File: config.mk
export PLATFORM = sky130hd
export DESIGN_NAME = ieee_to_fixed_sampler
export DESIGN_NICKNAME = d
export VERILOG_FILES = /design/src/rtl/ieee_to_fixed_sampler.sv
export SDC_FILE = /design/constraint.sdc
export NUM_CORES = 1
export LEC_CHECK = 0
export ABC_AREA = 1
export BUFFER_PORTS_ARGS = -buffer_cell sky130_fd_sc_hd__buf_2
export CORE_UTILIZATION = 53
export CTS_CLUSTER_DIAMETER = 120
export DETAILED_ROUTE_END_ITERATION = 6
export PLACE_DENSITY_LB_ADDON = 0.15
export SLEW_MARGIN = 15
export SYNTH_ARGS = -nofsm -noshare
export SYNTH_HDL_FRONTEND = slang
export SYNTH_SLANG_ARGS = --single-unit
export TNS_END_PERCENT = 5
File: constraint.sdc
create_clock -name clk -period 1.9 [get_ports clk]
set_input_delay 0.285 -clock clk [delete_from_list [all_inputs] [get_ports clk]]
set_output_delay 0.285 -clock clk [all_outputs]
set_load 0.005 [all_outputs]
File: src/rtl/ieee_to_fixed_sampler.sv
// rtl/ieee_to_fixed_sampler.sv - IEEE-754 single to saturating signed fixed point via a serial shifter; ROUND_NEAREST_EN selects round-half-away over truncation
module ieee_to_fixed_sampler #(
  parameter int INT_LEN = 16,
  parameter int FRA_LEN = 8
) (
  input  logic                       clk,
  input  logic                       reset_n,
  input  logic                       sample_tick,
  input  logic [31:0]                ieee_in,
  output logic [INT_LEN+FRA_LEN:0]   out_data,
  output logic                       out_valid,
  input  logic                       out_ready,
  output logic                       ovf_flag,
  output logic                       nan_flag,
  output logic                       busy,
  output logic [7:0]                 drop_cnt
);

  localparam int W    = INT_LEN + FRA_LEN + 1;
  localparam int MAGW = ((INT_LEN + FRA_LEN) > 24 ? (INT_LEN + FRA_LEN) : 24) + 1;
  localparam logic [MAGW-1:0] MAG_MAX = {{(MAGW-W+1){1'b0}}, {(W-1){1'b1}}};
  localparam logic [W-1:0]    SAT_POS = {1'b0, {(W-1){1'b1}}};
  localparam logic [W-1:0]    SAT_NEG = {1'b1, {(W-1){1'b0}}};

  typedef enum logic [2:0] {
    S_IDLE   = 3'd0,
    S_DECODE = 3'd1,
    S_SHIFT  = 3'd2,
    S_ROUND  = 3'd3,
    S_HOLD   = 3'd4
  } state_t;

  state_t state_q, state_d;

  logic            tick_q;
  logic            rise;
  logic [31:0]     cap_q, cap_d;
  logic [MAGW-1:0] mag_q, mag_d;
  logic [7:0]      cnt_q, cnt_d;
  logic            left_q, left_d;
  logic            sat_q, sat_d;
  logic            nan_q, nan_d;
  logic [W-1:0]    out_data_q, out_data_d;
  logic            ovf_flag_q, ovf_flag_d;
  logic            nan_flag_q, nan_flag_d;
  logic [7:0]      drop_cnt_q, drop_cnt_d;
  logic [MAGW-1:0] rnd_mag;
`ifdef ROUND_NEAREST_EN
  logic            guard_q, guard_d;
`endif

  logic [7:0]  dec_exp;
  logic [22:0] dec_mant;
  int          dec_e;
  int          dec_s;
  logic        dec_nan;
  logic        dec_sat;
  logic        dec_norm;
  logic [7:0]  dec_cnt;

  assign rise      = sample_tick & ~tick_q;
  assign out_data  = out_data_q;
  assign ovf_flag  = ovf_flag_q;
  assign nan_flag  = nan_flag_q;
  assign drop_cnt  = drop_cnt_q;

  // Classify the captured float; shortcut results (NaN, saturate, zero) still pass
  // through ROUND so every result obeys the same two-cycle minimum latency.
  always_comb begin
    dec_exp  = cap_q[30:23];
    dec_mant = cap_q[22:0];
    dec_e    = $signed({24'd0, dec_exp}) - 127;
    dec_s    = dec_e + FRA_LEN - 23;
    dec_nan  = 1'b0;
    dec_sat  = 1'b0;
    dec_norm = 1'b0;
    if (dec_exp == 8'hFF) begin
      if (dec_mant != 23'd0) dec_nan = 1'b1;
      else                   dec_sat = 1'b1;
    end else if (dec_exp == 8'h00) begin
      dec_norm = 1'b0;
    end else if (dec_e >= INT_LEN) begin
      dec_sat = 1'b1;
    end else if (dec_e >= -(FRA_LEN + 1)) begin
      dec_norm = 1'b1;
    end
    dec_cnt = 8'((dec_s < 0) ? -dec_s : dec_s);
  end

  // State register
  always_ff @(posedge clk or negedge reset_n) begin
    if (!reset_n) state_q <= S_IDLE;
    else          state_q <= state_d;
  end

  // Next-state logic
  always_comb begin
    state_d = state_q;
    unique case (state_q)
      S_IDLE:   if (rise) state_d = S_DECODE;
      S_DECODE: state_d = (dec_norm && dec_cnt != 8'd0) ? S_SHIFT : S_ROUND;
      S_SHIFT:  if (cnt_q == 8'd1) state_d = S_ROUND;
      S_ROUND:  state_d = S_HOLD;
      S_HOLD:   if (out_ready) state_d = S_IDLE;
      default:  state_d = S_IDLE;
    endcase
  end

  // FSM outputs
  always_comb begin
    out_valid = (state_q == S_HOLD);
    busy      = (state_q == S_DECODE) || (state_q == S_SHIFT) || (state_q == S_ROUND);
  end

  // Datapath: capture, serial shift, rounding, result/flag update and drop counting
  always_comb begin
    cap_d      = cap_q;
    mag_d      = mag_q;
    cnt_d      = cnt_q;
    left_d     = left_q;
    sat_d      = sat_q;
    nan_d      = nan_q;
    out_data_d = out_data_q;
    ovf_flag_d = ovf_flag_q;
    nan_flag_d = nan_flag_q;
    drop_cnt_d = drop_cnt_q;
`ifdef ROUND_NEAREST_EN
    guard_d    = guard_q;
    rnd_mag    = mag_q + {{(MAGW-1){1'b0}}, guard_q};
`else
    rnd_mag    = mag_q;
`endif

    if (rise && state_q != S_IDLE && drop_cnt_q != 8'hFF)
      drop_cnt_d = drop_cnt_q + 8'd1;

    unique case (state_q)
      S_IDLE: begin
        if (rise) cap_d = ieee_in;
      end
      S_DECODE: begin
        sat_d  = dec_sat;
        nan_d  = dec_nan;
        left_d = (dec_s > 0);
        cnt_d  = dec_norm ? dec_cnt : 8'd0;
        mag_d  = dec_norm ? {{(MAGW-24){1'b0}}, 1'b1, dec_mant} : '0;
`ifdef ROUND_NEAREST_EN
        guard_d = 1'b0;
`endif
      end
      S_SHIFT: begin
        cnt_d = cnt_q - 8'd1;
        if (left_q) begin
          mag_d = {mag_q[MAGW-2:0], 1'b0};
        end else begin
          mag_d = {1'b0, mag_q[MAGW-1:1]};
`ifdef ROUND_NEAREST_EN
          guard_d = mag_q[0];
`endif
        end
      end
      S_ROUND: begin
        ovf_flag_d = 1'b0;
        nan_flag_d = 1'b0;
        if (nan_q) begin
          out_data_d = '0;
          nan_flag_d = 1'b1;
        end else if (sat_q || rnd_mag > MAG_MAX) begin
          out_data_d = cap_q[31] ? SAT_NEG : SAT_POS;
          ovf_flag_d = 1'b1;
        end else begin
          out_data_d = cap_q[31] ? -rnd_mag[W-1:0] : rnd_mag[W-1:0];
        end
      end
      S_HOLD: begin
        if (out_ready) begin
          ovf_flag_d = 1'b0;
          nan_flag_d = 1'b0;
        end
      end
      default: begin
        cap_d = cap_q;
      end
    endcase
  end

  // Datapath registers
  always_ff @(posedge clk or negedge reset_n) begin
    if (!reset_n) begin
      tick_q     <= 1'b0;
      cap_q      <= '0;
      mag_q      <= '0;
      cnt_q      <= '0;
      left_q     <= 1'b0;
      sat_q      <= 1'b0;
      nan_q      <= 1'b0;
      out_data_q <= '0;
      ovf_flag_q <= 1'b0;
      nan_flag_q <= 1'b0;
      drop_cnt_q <= '0;
`ifdef ROUND_NEAREST_EN
      guard_q    <= 1'b0;
`endif
    end else begin
      tick_q     <= sample_tick;
      cap_q      <= cap_d;
      mag_q      <= mag_d;
      cnt_q      <= cnt_d;
      left_q     <= left_d;
      sat_q      <= sat_d;
      nan_q      <= nan_d;
      out_data_q <= out_data_d;
      ovf_flag_q <= ovf_flag_d;
      nan_flag_q <= nan_flag_d;
      drop_cnt_q <= drop_cnt_d;
`ifdef ROUND_NEAREST_EN
      guard_q    <= guard_d;
`endif
    end
  end

endmodule

==> summary.md, run 1 <==
| Metric | Value |
|---|---|
| GP Congestion | `0.8762` |
| Clock Tree Buf Depth | `2` |
| Worst Slack Setup Final | `-0.2888 ns` |
| Via count | `around 6000` |
| CTS Buf Count | `9` |
| Crit path max-delay cell type | `dfrtp_2` |
| Clk slew on worst S/H paths | `0.08 ns` |
| CTS tree | `done` |
| IO buf count | `~70` |
| CP Class | `flip-flop to flip-flop` |
| Final Net Count | `around 950` |
| All-Layer GR Usage | `0.2763` |
| Async S/R FF share, synth | `1.000` |
| Core box area | `about 11000 um^2` |
| RSZ-0062 raised after global routing | `yes` |
| Slowest Stage Delay on Critical Path | `approximately 0.43 ns` |
| Layout area overhead | `29.41%` |
| Gate count after technology mapping | `760` |
| WP data required | `between 2 and 2.5 ns` |
| Die X | `approximately 110 um` |
| H-tree levels | `3` |
| Total power after layout | `~15 mW` |
| Max-cap viol count | `0` |
| Largest net degree at the start of global routing | `65` |
| Worst path top cell family by delay | `simple AND/OR/NAND/NOR gates` |
| Share of the synthesized area in the top cell type | `0.4454` |
| CP Max Fanout | `5` |
| Die area | `between 10000 and 15000 um^2` |
| Syn_area_per_cell | `7.911 um^2` |
| Synth area leaders | `dfrtp_1, nand2_1, inv_1` |
| Initial antenna violation count | `0` |
| HPWL Detailed | `10940 um` |
| CP Cell Sequence | `inv_2, ha_4, nand2_4, inv_2, nand3_2, nand2_1, nand3_2, nor2_1, nand2_1, buf_4, nand2_1, nand2_1, a21oi_2, nand2_1, o21bai_1, nand2_1, a21oi_2` |
| Drt first-iter violations | `between 500 and 600` |
| Worst clock skew | `0.009209 ns` |
| Worst Hold Class | `input pin to flip-flop` |
| Failing checks | `setup timing` |
| Commonest cells after routing, fill and taps aside | `nand2_1, dfrtp_1, inv_1, buf_4, buf_2` |
| Syn Nets | `around 800` |
| PwrDens | `about 1900 nW/um^2` |
| Top_reg_cell synth | `dfrtp_1` |
| Final WL | `~16000 um` |
| Max_slew headroom | `0.7139` |
| Final period util | `1.152` |
| Initial core utilization | `0.5498` |
| Fin. max-slew vios | `0` |
| Global route total overflow | `0` |
| Post-synth EDFFs | `0` |
| Wl on met1 | `around 7300 um` |
| Seq cells post-synth | `approximately 110` |
| Final core occ | `0.7114` |
| Slew @ Worst Pin | `roughly 0.43 ns` |
| WL met3 | `1104 um` |
| Buffers & Inverters on Critical Path | `3` |
| Max IR drop VDD | `roughly 900 uV` |
| Final setup violation count | `57` |
| Crit end category | `flip-flop` |
| Crit path time final | `2.189 ns` |
| Placement Setup Slack | `-0.2556 ns` |
| DRC viols | `0` |
| Ratio of cells with drive above 1 in the final layout | `0.2912` |
| WL per Instance | `around 15 um` |
| Pre-Repair DR Iteration Count | `5` |
| Fin. Hold Viols | `0` |
| Status | `finished with violations` |
| Antenna Nets Post-Route | `0` |
| Worst Path Arrival | `between 2 and 2.5 ns` |
| Metal2 WL | `between 7000 and 8000 um` |
| Register area share after synthesis | `0.4454` |
| Critical Path Most Common Cell | `nand2_1` |
| Max layer used | `met4` |
| Vias in the first global route | `approximately 5500` |
| Startpoint class of the critical path | `flip-flop` |
| Via/cell ratio | `5.639` |
| Post-synthesis cell area | `6012 um^2` |
| Clock sinks | `107` |
| Final setup TNS | `-6.683 ns` |
| Leak Pwr | `between 3 and 4 nW` |
| Fmax | `456.9 MHz` |
| Clk root buf | `clkbuf_16` |
| Post-synthesis cell type count | `46` |
| Synthesis Warnings | `0` |
| Diode count | `0` |
| First-pass GRT wire length | `between 20000 and 30000 um` |
| Synth area leader | `dfrtp_1` |
| Total I/O pin count | `73` |
| Leading cell type in the layout, fill and taps excluded | `nand2_1` |
| Placement row count | `38` |
| Clk Latency, worst-skew pair | `approximately 0.35 ns` |
| DIE HEIGHT | `approximately 110 um` |
sequential cells by signal (all words and copies together), names as in the netlist, 3 cells and up:
| register | cells |
|---|---|
| cap_q | 32 |
| mag_q | 25 |
| out_data | 25 |
| cnt_q | 8 |
| drop_cnt | 8 |
| state_q | 3 |
through the flow:
step / std cells / hold WS (ns) / area, um^2
detailed placement: 1014 / 0.1697 / 7087
CTS: 1044 / 0.04594 / 7600
global placement: 1014 / 0.1702 / 7087
floorplan: 760 / -0.01059 / 6076
global route: 1050 / 0.04361 / 7780
finish: 1050 / 0.05133 / 7780
kinds of logic (layout without fill, tap and decap cells):
kind of cell / count (synthesis) / after routing / share of synthesized area
adders and majority gates: 8 / 8 / 0.01665
muxes: 1 / 1 / 0.001873
xor gates and xnor gates: 15 / 15 / 0.02310
buffers and inverters: 132 / 282 / 0.08678
DFF: 107 / 107 / 0.4454
and+or+nand+nor: 331 / 331 / 0.2493
AOI/OAI and AO/OA: 166 / 166 / 0.1769
repair_timing:
action,CTS,global route
endpoints found under the hold margin,14,0
hold buffers,1,0
setup buffers,12,6
endpoints found under the setup margin,57,59
cloned,1,0
resized for setup,32,52
pin swaps,11,24
report_power, final:
part	switching (mW)	total (mW)	internal, mW	leakage (nW)
Sequential	0.751	4.02	3.27	1.30
Combinational	5.13	8.76	3.62	2.47
Clock	0.949	2.01	1.06	0.153
Total	6.83	14.8	7.95	3.92
cell usage after synthesis, types with 3 or more instances:
library cell and n:
nor2_2 4, inv_1 95, o211ai_1 23, nand2_4 4, nand3_1 36, nor4_1 8
inv_2 3, a21oi_1 52, nor2_1 72, clkbuf_1 21, xor2_1 10, nand3_2 4
o21ai_0 42, nor3_1 11, nand2_1 157, buf_2 6, ha_1 8, nand4_1 21
dfrtp_1 107, o221ai_1 30, xnor2_1 4, nand2_2 9, o21ai_1 3
final timing paths:
kind                         startpoint  cells past startpoint      endpoint  slack [ns]
min in group asynchronous       reset_n                      2   drop_cnt[0]        0.34
max in group asynchronous       reset_n                      3      mag_q[2]        0.98
min reg2reg                out_data[15]                      2  out_data[15]        0.49
min                         sample_tick                      1        tick_q        0.05
max reg2reg                   cap_q[24]                     17    state_q[0]       -0.29
max                           cap_q[24]                     17    state_q[0]       -0.29
worst reg2reg max path: cells and delay by family, from the launching register on:
kind	cells	cell delay, ns
flip-flops	1	0.43
adder cells (fa/ha/maj)	1	0.28
AO/OA/AOI/OAI	3	0.36
AND/OR/NAND/NOR	10	0.77
buffers and inverters	3	0.29
area by class of cell:
cell class	instances	area, um^2
clock buffers	9	225.2
clock inverters	7	93.84
fillers	841	3156
inverters	102	396.6
multi-input cells	521	3063
flip-flops and latches	107	2683
well taps	140	175.2
repair buffers	163	1139
repair inverters	1	5.005
per-layer routing:
metal / vias up / GRT usage
met4: 0 / 0.07529
met5: - / 0
met3: 31 / 0.04702
li1: 2858 / -
met1: 2770 / 0.3995
met2: 262 / 0.4272
(Power assumes the default switching activity.)
==> inputs of run 2 (changes only) <==
- CORE_UTILIZATION: 53 -> 59
- TNS_END_PERCENT: 5 -> unset
- clock period: 1.9 -> 2.1 ns (I/O delays scaled with it)
==> summary.md, run 2 (same netlist as run 1, synthesis figures left out) <==
| Metric | Value |
|---|---|
| Ratio of cells with drive above 1 in the final layout | `0.2912 (about the same)` |
| WP data required | `2.42 ns (+0.24 ns)` |
| Initial antenna violation count | `0 (unchanged)` |
| Crit path time final | `2.258 ns (+0.06899 ns)` |
| Commonest cells after routing, fill and taps aside | `nand2_1, dfrtp_1, inv_1, buf_2, nor2_1` |
| HPWL Detailed | `10310 um (-5.7%)` |
| All-Layer GR Usage | `0.2849 (+0.008565)` |
| GP Congestion | `0.9222 (+5.2%)` |
| Fin. max-slew vios | `0 (unchanged)` |
| Diode count | `0 (unchanged)` |
| Startpoint class of the critical path | `flip-flop` |
| Fmax | `442.9 MHz (-3.1%)` |
| Via count | `5833 (-1.5%)` |
| Worst hold margin | `0.05095 ns (-0.0003764 ns)` |
| Final Net Count | `925 (-2.5%)` |
| Core box area | `9819 um^2 (-10%)` |
| Drt first-iter violations | `497 (-5.7%)` |
| Clock Tree Buf Depth | `2 (unchanged)` |
| Worst Slack Setup Final | `-0.1578 ns (+0.1310 ns)` |
| Flop pwr share | `0.288 (+0.016)` |
| Final instance area | `7528 um^2 (-3.2%)` |
| Clk Latency, worst-skew pair | `0.37 ns (+0.02 ns)` |
| Die area | `10600 um^2 (-10%)` |
| Largest net degree at the start of global routing | `65 (unchanged)` |
| CTS tree | `done` |
| Internal power | `6.535 mW (-18%)` |
| Sw power | `6.183 mW (-9.5%)` |
| Total I/O pin count | `73 (unchanged)` |
| Post-route insts no fill | `1019 (-3.0%)` |
| Global route total overflow | `0 (unchanged)` |
| Comb pwr share | `0.616 (+0.024)` |
| Pre-Repair DR Iteration Count | `5 (unchanged)` |
| Final period util | `1.075 (-0.07686)` |
| Vias in the first global route | `4987 (-8.7%)` |
| CP Max Fanout | `4 (-1)` |
| Worst Hold Class | `input pin to flip-flop` |
| CTS Buf Count | `9 (unchanged)` |
| DIE HEIGHT | `102.9 um (-5.1%)` |
| Clk root buf | `clkbuf_8` |
| Clock sinks | `107 (unchanged)` |
| Worst Path Arrival | `2.57 ns (+0.10 ns)` |
| Sw frac | `0.4862 (+0.02403)` |
| Clk slew on worst S/H paths | `0.12 ns (+0.04 ns)` |
| Antenna Nets Post-Route | `0 (unchanged)` |
| Max IR drop VDD | `1033 uV (+15%)` |
| Initial core utilization | `0.6123 (+0.06249)` |
| Slew @ Worst Pin | `0.5770 ns (+0.1493 ns)` |
| Final setup violation count | `4 (-93%)` |
| Placed Area | `6794 um^2 (-4.1%)` |
| Die X | `102.9 um (-5.1%)` |
| Leak Pwr | `3.733 nW (-4.7%)` |
| Worst clock skew | `0.01284 ns (+0.003635 ns)` |
| Max-cap viol count | `0 (unchanged)` |
| Leading cell type in the layout, fill and taps excluded | `nand2_1` |
| Clock share of power | `0.097 (-0.039)` |
| First-pass GRT wire length | `23600 um (-8.8%)` |
| CP Class | `flip-flop to flip-flop` |
| RSZ-0062 raised after global routing | `yes` |
| Placement row count | `36 (-5.3%)` |
| Status | `finished with violations` |
| IO buf count | `72 (unchanged)` |
| Max_slew headroom | `0.6153 (-0.09851)` |
| Biggest register | `cap_q` |
| Fin. Hold Viols | `0 (unchanged)` |
| Placed insts | `981 (-3.3%)` |
| H-tree levels | `3 (unchanged)` |
| Final WL | `15750 um (-2.0%)` |
| Layout area overhead | `25.22%` |
| WL per Instance | `15.46 um (+0.97%)` |
| Crit end category | `flip-flop` |
| Number of flip-flops in the largest register | `32 (unchanged)` |
| Final core occ | `0.7667 (+0.05525)` |
| DRC viols | `0 (unchanged)` |
| Failing checks | `setup timing` |
| Via/cell ratio | `5.724 (+1.5%)` |
| PwrDens | `1689 nW/um^2 (-11%)` |
-- run 2: final cells by class --
class                      instances  area (um^2)
multi-input combinational        522         3157
tap                              133        166.4
clock buffer                       9        123.9
inverter                         102        395.4
timing repair buffer             139        945.9
clock inverter                     7        58.81
fill                             720         2291
sequential                       107         2681
-- run 2: metal layers --
layer  vias to the layer above  share of wire  GRT usage
met2                       278           0.45     0.4236
li1                       2809              -          -
met3                        26          0.083    0.04949
met5                         -              0          0
met1                      2720           0.45     0.4265
met4                         0          0.015    0.08342
-- run 2: power groups by stage --
stage                     clock network, mW  logic [mW]  registers [mW]
after global routing                   1.33        8.58            3.78
after detailed placement                  0        6.44            3.63
after CTS                              1.24        6.84            3.61
after floorplan                           0        4.42            3.52
after global placement                    0        6.27            3.59
final                                  1.23        7.83            3.66
-- run 2: through the flow --
stage | setup WS, ns | TNS (ns) | power, mW
2_1_floorplan | 0.09169 | 0 | 7.945
3_3_place_gp | -0.05930 | -0.05930 | 9.855
3_5_place_dp | -0.1352 | -0.1352 | 10.07
4_1_cts | -0.009443 | -0.009443 | 11.68
5_1_grt | -0.2157 | -1.129 | 13.69
6_report | -0.1578 | -0.2409 | 12.72
-- run 2: final timing paths --
| path | start | slack [ns] | cells past startpoint | to |
|---|---|---|---|---|
| min | sample_tick | 0.05 | 1 | tick_q |
| min in group asynchronous | reset_n | 0.43 | 2 | drop_cnt[0] |
| max | cap_q[23] | -0.16 | 15 | state_q[0] |
| max reg2reg | cap_q[23] | -0.16 | 15 | state_q[0] |
| max in group asynchronous | reset_n | 0.99 | 3 | cap_q[25] |
| min reg2reg | out_data[20] | 0.49 | 2 | out_data[20] |
-- run 2: repair_timing --
item / 4_1_cts / 5_1_grt
hold buffers: 1 / 0
setup endpoints to repair: 11 / 57
resized for setup: 32 / 76
pin swaps: 25 / 49
endpoints found under the hold margin: 37 / 0
setup buffers: 4 / 14
cloned: 1 / 2
-- run 2: critical path, stage by stage, from the launching register on --
cell,delay (ns)
dfrtp_2,0.45
inv_4,0.07
ha_4,0.29
nand2_4,0.06
nor2_4,0.15
nand2_1,0.12
nand2_2,0.11
nand2_1,0.07
nand2_1,0.08
inv_1,0.04
nand2_1,0.07
nand2_2,0.06
nand3b_1,0.18
o21bai_1,0.22
nand2_1,0.10
a21oi_2,0.13
==> inputs of run 3 (changes only) <==
==> constraint.sdc (replaced) <==
create_clock -name clk -period 2.1 [get_ports clk]
set_input_delay 0.105 -clock clk [delete_from_list [all_inputs] [get_ports clk]]
set_output_delay 0.105 -clock clk [all_outputs]
set_load 0.005 [all_outputs]
==> summary.md, run 3 (same netlist as run 1, synthesis figures left out) <==
| Metric | Value |
|---|---|
| Max-cap viol count | `0 (unchanged)` |
| First-pass GRT wire length | `25470 um (+7.9%)` |
| Clock sinks | `107 (unchanged)` |
| CP Max Fanout | `5 (+1)` |
| Crit path time final | `2.163 ns (-0.09473 ns)` |
| Clk slew on worst S/H paths | `0.11 ns (about the same)` |
| Final period util | `1.030 (-0.04511)` |
| WL per Instance | `16.30 um (+5.5%)` |
| Global route total overflow | `0 (unchanged)` |
| Drt first-iter violations | `471 (-5.2%)` |
| Via count | `6186 (+6.1%)` |
| Fmax | `462.3 MHz (+4.4%)` |
| HPWL Detailed | `10640 um (+3.2%)` |
| Max IR drop VDD | `859.4 uV (-17%)` |
| Final setup TNS | `-0.08183 ns (+0.1591 ns)` |
| Diode count | `0 (unchanged)` |
| Status | `finished with violations` |
| CP Cell Sequence | `ha_4, inv_2, nand2_4, nand3_4, clkinv_4, nand2_4, nand2_4, buf_12, o21bai_4, nand3_1, nand2_1, nand3b_1, o21bai_1, nand2_1, a21oi_2` |
| All-Layer GR Usage | `0.3103 (+0.02542)` |
| Final setup violation count | `3 (-1)` |
| Worst Slack Setup Final | `-0.06311 ns (+0.09473 ns)` |
| Sw power | `6.279 mW (+1.5%)` |
| Clock Tree Buf Depth | `2 (unchanged)` |
| Flop pwr share | `0.279 (-0.009)` |
| Crit end category | `flip-flop` |
| GP Congestion | `0.9183 (-0.42%)` |
| CTS Buf Count | `9 (unchanged)` |
| Clk root buf | `clkbuf_8` |
| Leading cell type in the layout, fill and taps excluded | `nand2_1` |
| H-tree levels | `3 (unchanged)` |
| Worst Path Arrival | `2.48 ns (-0.09 ns)` |
| Via/cell ratio | `5.819 (+1.7%)` |
| Largest net degree at the start of global routing | `65 (unchanged)` |
| Startpoint class of the critical path | `flip-flop` |
| Internal power | `6.913 mW (+5.8%)` |
| Slew @ Worst Pin | `0.5986 ns (+0.02157 ns)` |
| Die area | `10600 um^2 (unchanged)` |
| Initial core utilization | `0.6123 (unchanged)` |
| Initial antenna violation count | `0 (unchanged)` |
| DRC viols | `0 (unchanged)` |
| Comb pwr share | `0.621 (+0.005)` |
| Sw frac | `0.4760 (-0.01021)` |
| CP Class | `flip-flop to flip-flop` |
| Layout area overhead | `33.22%` |
| RSZ-0062 raised after global routing | `yes` |
| # fillers | `643 (-11%)` |
| Ratio of cells with drive above 1 in the final layout | `0.2871 (-0.004100)` |
| IO buf count | `72 (unchanged)` |
| Critical Path Most Common Cell | `nand2_4` |
| Placed insts | `980 (-0.10%)` |
| Core box area | `9819 um^2 (unchanged)` |
| Worst hold margin | `0.02229 ns (-0.02867 ns)` |
| Clock share of power | `0.100 (+0.003)` |
| Number of flip-flops in the largest register | `32 (unchanged)` |
| Pre-Repair DR Iteration Count | `5 (unchanged)` |
| Final Net Count | `969 (+4.8%)` |
| Antenna Nets Post-Route | `0 (unchanged)` |
| Vias in the first global route | `5449 (+9.3%)` |
| Worst Hold Class | `input pin to flip-flop` |
| Worst clock skew | `0.009388 ns (-0.003457 ns)` |
| DIE HEIGHT | `102.9 um (unchanged)` |
| Total I/O pin count | `73 (unchanged)` |
| PwrDens | `1647 nW/um^2 (-2.5%)` |
| Post-route insts no fill | `1063 (+4.3%)` |
| Die X | `102.9 um (unchanged)` |
| Crit path max-delay cell type | `dfrtp_2` |
| Biggest register | `cap_q` |
| Placement row count | `36 (unchanged)` |
| Commonest cells after routing, fill and taps aside | `nand2_1, dfrtp_1, inv_1, buf_2` |
| CTS tree | `done` |
| Leak Pwr | `3.963 nW (+6.2%)` |
| Slowest Stage Delay on Critical Path | `0.47 ns (+0.02 ns)` |
| Fin. max-slew vios | `0 (unchanged)` |
| Clk Latency, worst-skew pair | `0.39 ns (+0.02 ns)` |
| Final WL | `17330 um (+10%)` |
| Failing checks | `setup timing` |
| WP data required | `2.42 ns (about the same)` |
| Max_slew headroom | `0.6010 (-0.01438)` |
| Fin. Hold Viols | `0 (unchanged)` |
==> run 3: cell types whose count changed in the layout (fill, tap and decap cells not counted), moves of 2 or more <==
cell           change
nand2_8            -3
nand2_1            +9
o21ai_1            +3
inv_6              -3
nor2_4             -2
clkinvlp_4         +3
buf_4              +8
o221ai_1          -13
dlygate4sd3_1     +33
o221ai_2          +13
nand2_2            -6
o21ai_2            -2
inv_2              -2
==> run 3: power groups by stage <==
stage | clock [mW] | combinational (mW) | sequential [mW]
after floorplan | 0 | 4.42 | 3.52
after global placement | 0 | 6.26 | 3.59
after detailed placement | 0 | 6.49 | 3.64
after CTS | 1.32 | 7.08 | 3.61
after global routing | 1.40 | 8.97 | 3.78
final | 1.32 | 8.19 | 3.68
==> run 3: layer usage <==
layer  track usage  share of wire
met1        0.4389           0.42
met2        0.4944           0.49
met3       0.04136          0.071
met4        0.1029          0.016
met5             0              0
==> run 3: area by class of cell <==
| type | count | area (um^2) | area share |
|---|---|---|---|
| multi-input combinational | 522 | 3172 | 0.3960 |
| tap | 133 | 166.4 | 0.02078 |
| inverter | 102 | 396.6 | 0.04952 |
| timing repair buffer | 183 | 1390 | 0.1736 |
| clock inverter | 5 | 61.31 | 0.007655 |
| sequential | 107 | 2681 | 0.3348 |
| clock buffer | 11 | 141.4 | 0.01765 |
==> run 3: repair_timing <==
action / 4_1_cts / 5_1_grt
endpoints found under the setup margin: 30 / 57
gates cloned: 1 / 4
pin swaps: 16 / 41
hold buffers: 34 / 0
hold endpoints to repair: 63 / 0
resized for setup: 29 / 73
buffers inserted: 12 / 18
==> run 3: final timing paths <==
path	from	end	slack [ns]	cells after the start
worst max-delay path	cap_q[23]	state_q[0]	-0.06	15
worst min-delay path	ieee_in[31]	cap_q[31]	0.02	3
worst max register to register	cap_q[23]	state_q[0]	-0.06	15
worst min register to register	out_data[6]	out_data[6]	0.49	2
max in group asynchronous	reset_n	out_data[10]	1.24	3
min in group asynchronous	reset_n	drop_cnt[7]	0.22	2
==> run 3: critical path, delay by kind of cell, from the launching register on <==
family	cells	cell delay (ns)
adders and majority gates	1	0.20
AOI/OAI and AO/OA	3	0.48
buffers and inverters	3	0.27
and+or+nand+nor	8	0.67
DFF	1	0.47
==> run 3: stage by stage <==
step                area (um^2)    util  power [mW]  setup slack [ns]
floorplan                  6012       -       7.945           0.09169
global placement           6787  0.6911       9.851          -0.05083
detailed placement         6787  0.6911       10.12           -0.1594
CTS                        7559  0.7698       12.01          -0.01993
global route               8009  0.8156       14.14           -0.1730
finish                     8009  0.8156       13.19          -0.06311
